$ cat config.mk
export PLATFORM = sky130hd
export DESIGN_NAME = vga_sync_decoder
export DESIGN_NICKNAME = d
export VERILOG_FILES = /design/src/rtl/vga_sync_decoder.sv
export SDC_FILE = /design/constraint.sdc
export NUM_CORES = 1
export LEC_CHECK = 0
export BUFFER_PORTS_ARGS = -buffer_cell sky130_fd_sc_hd__buf_4
export CAP_MARGIN = 0
export CORE_MARGIN = 2
export CORE_UTILIZATION = 48
export DETAILED_ROUTE_END_ITERATION = 10
export PLACE_DENSITY = 0.78
export SLEW_MARGIN = 20
export SYNTH_ARGS = -nofsm -noshare
export SYNTH_HDL_FRONTEND = slang
export SYNTH_SLANG_ARGS = --single-unit
$ cat constraint.sdc
create_clock -name CLOCK -period 3.5 [get_ports CLOCK]
set_clock_uncertainty 0.15 [all_clocks]
set_input_delay 0.7 -clock CLOCK [delete_from_list [all_inputs] [get_ports CLOCK]]
set_output_delay 0.7 -clock CLOCK [all_outputs]
set_load 0.02 [all_outputs]
$ cat src/rtl/vga_sync_decoder.sv
// Receive-side VGA timing recovery: follows H/V sync edges to rebuild the pixel position,
// measures line/frame length, locks on a clean frame and captures visible pixels while locked.
module vga_sync_decoder #(
  parameter int unsigned H_TOTAL     = 795,
  parameter int unsigned V_TOTAL     = 525,
  parameter int unsigned H_VISIBLE   = 352,
  parameter int unsigned V_VISIBLE   = 288,
  parameter int unsigned HSYNC_START = 656,
  parameter int unsigned VSYNC_START = 490
) (
  input  logic       CLOCK,
  input  logic       RESET,
  input  logic       H_SYNC_NEG,
  input  logic       V_SYNC_NEG,
  input  logic [7:0] PIXEL_COLOR_IN,
  output logic [9:0] CAP_X,
  output logic [9:0] CAP_Y,
  output logic [7:0] CAP_COLOR,
  output logic       CAP_VALID,
  output logic       FRAME_START,
  output logic       LOCKED,
  output logic       SYNC_ERROR,
  output logic [9:0] LINE_LEN,
  output logic [9:0] FRAME_LINES
);

  localparam logic [9:0] H_TOTAL_C     = 10'(H_TOTAL);
  localparam logic [9:0] V_TOTAL_C     = 10'(V_TOTAL);
  localparam logic [9:0] H_LAST_C      = 10'(H_TOTAL - 1);
  localparam logic [9:0] V_LAST_C      = 10'(V_TOTAL - 1);
  localparam logic [9:0] H_VISIBLE_C   = 10'(H_VISIBLE);
  localparam logic [9:0] V_VISIBLE_C   = 10'(V_VISIBLE);
  localparam logic [9:0] HSYNC_START_C = 10'(HSYNC_START);
  localparam logic [9:0] VSYNC_START_C = 10'(VSYNC_START);
  localparam logic [9:0] CNT_MAX_C     = 10'd1023;

  typedef enum logic {
    ST_UNLOCKED = 1'b0,
    ST_LOCKED   = 1'b1
  } lock_state_t;

  lock_state_t state_r;

  logic       h_prev_r;
  logic       v_prev_r;
  logic [9:0] h_pos_r;
  logic [9:0] v_pos_r;
  logic [9:0] line_cnt_r;
  logic [9:0] frame_cnt_r;
  logic       seen_h_r;
  logic       seen_v_r;
  logic       line_ok_r;

  logic       hedge_s;
  logic       vedge_s;
  logic [9:0] ex_s;
  logic [9:0] ey_s;
  logic [9:0] h_pos_nxt_s;
  logic [9:0] v_pos_nxt_s;
  logic       line_meas_s;
  logic       line_bad_s;
  logic [9:0] frame_eff_s;
  logic       frame_meas_s;
  logic       frame_bad_s;
  logic       lock_ok_s;
  logic       line_stall_s;
  logic       lose_s;
  logic       vis_s;

  // Edge detection, effective position and lock qualification for the current sample
  always_comb begin
    hedge_s = h_prev_r & ~H_SYNC_NEG;
    vedge_s = v_prev_r & ~V_SYNC_NEG;
    ex_s    = hedge_s ? HSYNC_START_C : h_pos_r;
    ey_s    = vedge_s ? VSYNC_START_C : v_pos_r;

    if (ex_s == H_LAST_C) begin
      h_pos_nxt_s = 10'd0;
      v_pos_nxt_s = (ey_s == V_LAST_C) ? 10'd0 : ey_s + 10'd1;
    end else begin
      h_pos_nxt_s = ex_s + 10'd1;
      v_pos_nxt_s = ey_s;
    end

    line_meas_s = hedge_s & seen_h_r;
    line_bad_s  = line_meas_s & (line_cnt_r != H_TOTAL_C);

    // A hedge coinciding with a vedge belongs to the frame that is closing
    if (hedge_s && (frame_cnt_r != CNT_MAX_C)) begin
      frame_eff_s = frame_cnt_r + 10'd1;
    end else begin
      frame_eff_s = frame_cnt_r;
    end

    frame_meas_s = vedge_s & seen_v_r;
    frame_bad_s  = frame_meas_s & (frame_eff_s != V_TOTAL_C);
    lock_ok_s    = frame_meas_s & ~frame_bad_s & line_ok_r & ~line_bad_s;
    line_stall_s = (line_cnt_r == CNT_MAX_C);
    lose_s       = line_bad_s | frame_bad_s | line_stall_s;
    vis_s        = LOCKED & (ex_s < H_VISIBLE_C) & (ey_s < V_VISIBLE_C);
  end

  // Sync history and predicted position of the next sample
  always_ff @(posedge CLOCK) begin
    if (RESET) begin
      h_prev_r <= 1'b0;
      v_prev_r <= 1'b0;
      h_pos_r  <= 10'd0;
      v_pos_r  <= 10'd0;
    end else begin
      h_prev_r <= H_SYNC_NEG;
      v_prev_r <= V_SYNC_NEG;
      h_pos_r  <= h_pos_nxt_s;
      v_pos_r  <= v_pos_nxt_s;
    end
  end

  // Line and frame length measurement
  always_ff @(posedge CLOCK) begin
    if (RESET) begin
      line_cnt_r  <= 10'd0;
      frame_cnt_r <= 10'd0;
      seen_h_r    <= 1'b0;
      seen_v_r    <= 1'b0;
      line_ok_r   <= 1'b0;
      LINE_LEN    <= 10'd0;
      FRAME_LINES <= 10'd0;
    end else begin
      if (hedge_s) begin
        line_cnt_r <= 10'd1;
        seen_h_r   <= 1'b1;
        if (seen_h_r) begin
          LINE_LEN <= line_cnt_r;
        end
      end else if (line_cnt_r != CNT_MAX_C) begin
        line_cnt_r <= line_cnt_r + 10'd1;
      end

      if (vedge_s) begin
        frame_cnt_r <= 10'd0;
        seen_v_r    <= 1'b1;
        line_ok_r   <= 1'b1;
        if (seen_v_r) begin
          FRAME_LINES <= frame_eff_s;
        end
      end else begin
        frame_cnt_r <= frame_eff_s;
        if (line_bad_s) begin
          line_ok_r <= 1'b0;
        end
      end
    end
  end

  // Lock state machine with registered LOCKED / SYNC_ERROR
  always_ff @(posedge CLOCK) begin
    if (RESET) begin
      state_r    <= ST_UNLOCKED;
      LOCKED     <= 1'b0;
      SYNC_ERROR <= 1'b0;
    end else begin
      case (state_r)
        ST_UNLOCKED: begin
          SYNC_ERROR <= 1'b0;
          if (lock_ok_s) begin
            state_r <= ST_LOCKED;
            LOCKED  <= 1'b1;
          end else begin
            LOCKED  <= 1'b0;
          end
        end
        ST_LOCKED: begin
          if (lose_s) begin
            state_r    <= ST_UNLOCKED;
            LOCKED     <= 1'b0;
            SYNC_ERROR <= 1'b1;
          end else begin
            LOCKED     <= 1'b1;
            SYNC_ERROR <= 1'b0;
          end
        end
        default: begin
          state_r    <= ST_UNLOCKED;
          LOCKED     <= 1'b0;
          SYNC_ERROR <= 1'b0;
        end
      endcase
    end
  end

  // Capture of the current sample, one clock behind the input
  always_ff @(posedge CLOCK) begin
    if (RESET) begin
      CAP_X       <= 10'd0;
      CAP_Y       <= 10'd0;
      CAP_COLOR   <= 8'd0;
      CAP_VALID   <= 1'b0;
      FRAME_START <= 1'b0;
    end else begin
      CAP_X       <= ex_s;
      CAP_Y       <= ey_s;
      CAP_VALID   <= vis_s;
      CAP_COLOR   <= vis_s ? PIXEL_COLOR_IN : 8'd0;
      FRAME_START <= vis_s & (ex_s == 10'd0) & (ey_s == 10'd0);
    end
  end

endmodule

==> results by group <==
Placed design
  – Cell count after placement: 586
  – RD Place Congestion: 0.859
  – Count of input and output buffers: 63
  – HPWL after DPL: 5720 microns

Synth
  – Syn_nets: 457
  – Mean area per synthesized cell: between 9 and 10 sq um
  – Proportion of register bits with asynchronous set or reset after synthesis: 0
  – Share of the synthesized area in the top cell type: 0.487
  – Post-synthesis instance area: 3990 sq um
  – Count of mapped cells out of synthesis: 438
  – Cell type with the highest aggregate area in the netlist: dfxtp_1
  – Sequential-to-total area share from yosys stat: 0.487
  – Synth warn: 0
  – Post-synthesis cell type count: 53
  – Register bit total from synthesis: 97
  – Number of enable-type register cells in the synthesized netlist: 0
  – Top flip-flop cell by instance count after synthesis: dfxtp_1
  – Cell types occupying the most area after synthesis: dfxtp_1 (49%), nor2_1 (6.9%), xor2_1 (3.3%)

CTS
  – Clock tree from TritonCTS: built
  – Buffer levels on the longest clock path: 2
  – Worst-skew pair later-pin latency: 0.37 ns
  – Buffers inserted by post-CTS timing repair: 0
  – CTS Sinks: 97
  – Root Buffer: clkbuf_8
  – Clock slew seen by the registers of the worst setup and hold paths: 0.09 ns
  – Hold_buf cts: 0
  – Quantity of gates resized following cts: 0
  – Number of H-tree levels: 3
  – Inserted Clock Buffers: 9

Floorplan
  – Height of the chip: 95.1 microns
  – Starting Density: 0.490
  – Area of the die: 9050 sq um
  – Number of standard-cell rows in the floorplan: 33
  – I/O pins: 64
  – CORE AREA: 8130 sq um
  – Die outline width: around 95 microns

Worst setup path
  – Crit path cell chain: buf_4 > or2b_4 > nand2_1 > ha_1 > and4_2 > and4_1 > nor2_1 > nor2_1 > nor2_1
  – Internal reg-to-reg setup slack: 0.93 ns
  – Total buffers and inverters traversed by the critical path: 1
  – Top cell by count, worst path: nor2_1
  – Path depth of the worst reg2reg path: 8
  – Class of the most critical setup path: input pin to flop
  – Setup crit end kind: flop
  – Worst Setup Start Kind: input pin
  – Critical path fanouts, max: 16
  – Source of the worst register-to-register timing path: h_prev_r$_SDFF_PP0_
  – Gate family responsible for the most delay along the worst path: simple AND/OR/NAND/NOR gates
  – Worst path arrival time: 2.76 ns
  – Crit path largest cell delay: around 0.48 ns
  – Reg-to-reg endpoint: v_pos_r[2]$_SDFF_PP0_
  – Data required, critical path: 3.59 ns
  – Critical-path top delay cell: nor2_1

STA
  – Final period demand of the worst path: 2.67 ns
  – Achievable clock frequency: 375 MHz
  – Relative slew slack: 0.617
  – Number of endpoints failing setup at the final stage: 0
  – Post-route setup TNS: 0 ns
  – Unrepaired setup endpoints after global routing: false
  – Slew at the pin closest to its max-slew limit: 0.572 ns
  – Endpoints failing hold: 0
  – Pins over their slew limit: 0
  – Share of the clock period used by the worst path after layout: 0.763

Layout
  – Fraction of layout cells with a size suffix above 1: 0.201
  – Number of antenna diodes: 0
  – Final nets: just over 500
  – Area growth from synthesis to layout: 17.6%
  – Non-filler instance count after layout: 602

Global route
  – Met3 routing resource usage after global routing: 0.0482
  – Via count of the first global-routing pass: 3030
  – Global-route wire length before repair: ~14000 microns
  – Met1 global-route usage: 0.224
  – Global routing met2 resource utilization: 0.325
  – GR peak layer: met2
  – Pin count of the biggest net entering global routing: 47
  – Overflow after GRT: 0
  – Initial antenna violation count: 0
  – Total Routing Usage GR: 0.192

Power and ir drop
  – IR Drop Worst-Case VDD: 0.000251 V
  – Leakage power of the design: 1.95 nW
  – Combinational power share: 0.067
  – Power per cell area: 423 nW/um^2
  – Clock power frac: 0.348
  – Part of the power in registers: 0.585
  – Sw power: approximately 500 uW
  – Proportion of total power due to net switching: 0.250
  – Internal Power: 1.49 mW

Detailed routing
  – Final ANT Viol Nets: 0
  – Pre-Repair DR Iteration Count: 4
  – Drt drc: 0
  – 1st-iter DRT viols: 154
  – Via density per instance: between 5 and 6
  – Routed wire length per instance: 13.5 microns
  – Total number of vias: between 3000 and 4000
  – Detailed-route wire length: 8140 microns

Min path
  – Hold Path Cell Cnt: 2
  – Path class of the lowest-slack min-delay path: flop to flop
  – Hold path start: LINE_LEN[1]$_SDFFE_PP0P_
  – Hold Crit Endpoint: LINE_LEN[1]$_SDFFE_PP0P_

Run
  – Max Cap Violations: 0

Outcome
  – Run status: completed
-- cells in the mapped netlist, types with 6 or more instances --
| cell | n |
|---|---|
| dfxtp_1 | 97 |
| nor2_1 | 73 |
| nand2_1 | 31 |
| a21oi_1 | 21 |
| and2_1 | 20 |
| nand3_1 | 18 |
| clkbuf_1 | 16 |
| xor2_1 | 15 |
| nand4_1 | 11 |
| nor3_1 | 11 |
| and3_1 | 10 |
| mux2i_1 | 10 |
| a211oi_1 | 9 |
| inv_1 | 8 |
| o21ai_0 | 8 |
| xnor2_1 | 8 |
| ha_1 | 7 |
| and4_1 | 6 |
| nor2b_1 | 6 |
-- tightest hold or removal path, cell delays in order, from the launching register on --
cell     delay, ns
dfxtp_1       0.32
nand2_1       0.05
a21oi_1       0.05
-- cell type report --
class,count,area [sq um]
Fill cell,720,3450
Sequential cell,97,1940
Multi-Input combinational cell,312,1910
Timing Repair Buffer,64,480
Clock buffer,11,151
Tap cell,105,131
Clock inverter,5,37.5
Inverter,8,30.0
-- flip-flops by register name, indices dropped and copies added (netlist names), 8 cells and up --
name	cells
h_pos_r	10
CAP_COLOR	8
FRAME_LINES	10
v_pos_r	10
CAP_X	10
line_cnt_r	10
CAP_Y	10
LINE_LEN	10
frame_cnt_r	10
-- layer usage --
metal	vias up	routed length (microns)
li1	1622	-
met1	1482	3550
met2	82	3930
met3	15	483
met4	0	183
met5	-	0
-- worst max-delay path by stage --
stage | startpoint | endpoint | slack, ns | cells after the start
floorplan | H_SYNC_NEG | h_pos_r[3]$_SDFF_PP0_ | 0.69 | 11
global placement | H_SYNC_NEG | v_pos_r[5]$_SDFF_PP0_ | 0.57 | 9
detailed placement | H_SYNC_NEG | v_pos_r[2]$_SDFF_PP0_ | 0.50 | 9
CTS | H_SYNC_NEG | v_pos_r[2]$_SDFF_PP0_ | 0.86 | 9
global route | H_SYNC_NEG | v_pos_r[2]$_SDFF_PP0_ | 0.65 | 9
finish | H_SYNC_NEG | v_pos_r[2]$_SDFF_PP0_ | 0.83 | 9
-- layout by cell type (no fill, tap or decap), types with 10 or more instances in the layout --
master	n
a21oi_1	21
dfxtp_1	97
xor2_1	15
nor2_1	73
mux2i_1	10
buf_4	64
clkbuf_8	11
nand3_1	18
and3_1	10
nand4_1	11
nor3_1	11
nand2_1	31
and2_1	20
-- cells by family after synthesis --
logic type | share of synthesized area
and+or+nand+nor | 0.286
buffers and inverters | 0.0327
adders and majority gates | 0.0220
AOI/OAI and AO/OA | 0.0939
muxes | 0.0279
DFF | 0.487
xor gates and xnor gates | 0.0506
-- metrics by stage --
step | total power [mW] | instance area (sq um) | setup WS [ns] | hold slack, ns | util
finish | 1.98 | 4690 | 0.830 | 0.309 | 0.576
global route | 2.06 | 4690 | 0.653 | 0.332 | 0.576
CTS | 2.00 | 4690 | 0.863 | 0.316 | 0.576
detailed placement | 1.32 | 4500 | 0.498 | 0.301 | 0.553
global placement | 1.31 | 4500 | 0.573 | 0.297 | 0.553
floorplan | 1.27 | 3990 | 0.686 | 0.283 | -
-- power by group through the flow --
| stage | Clock [mW] | Combinational (mW) | Sequential, mW |
|---|---|---|---|
| CTS | 0.704 | 0.133 | 1.16 |
| detailed placement | 0 | 0.132 | 1.18 |
| floorplan | 0 | 0.0786 | 1.19 |
| global route | 0.751 | 0.148 | 1.16 |
| global placement | 0 | 0.129 | 1.18 |
| finish | 0.691 | 0.132 | 1.16 |
Note: power is estimated with default switching activity, not from simulation.
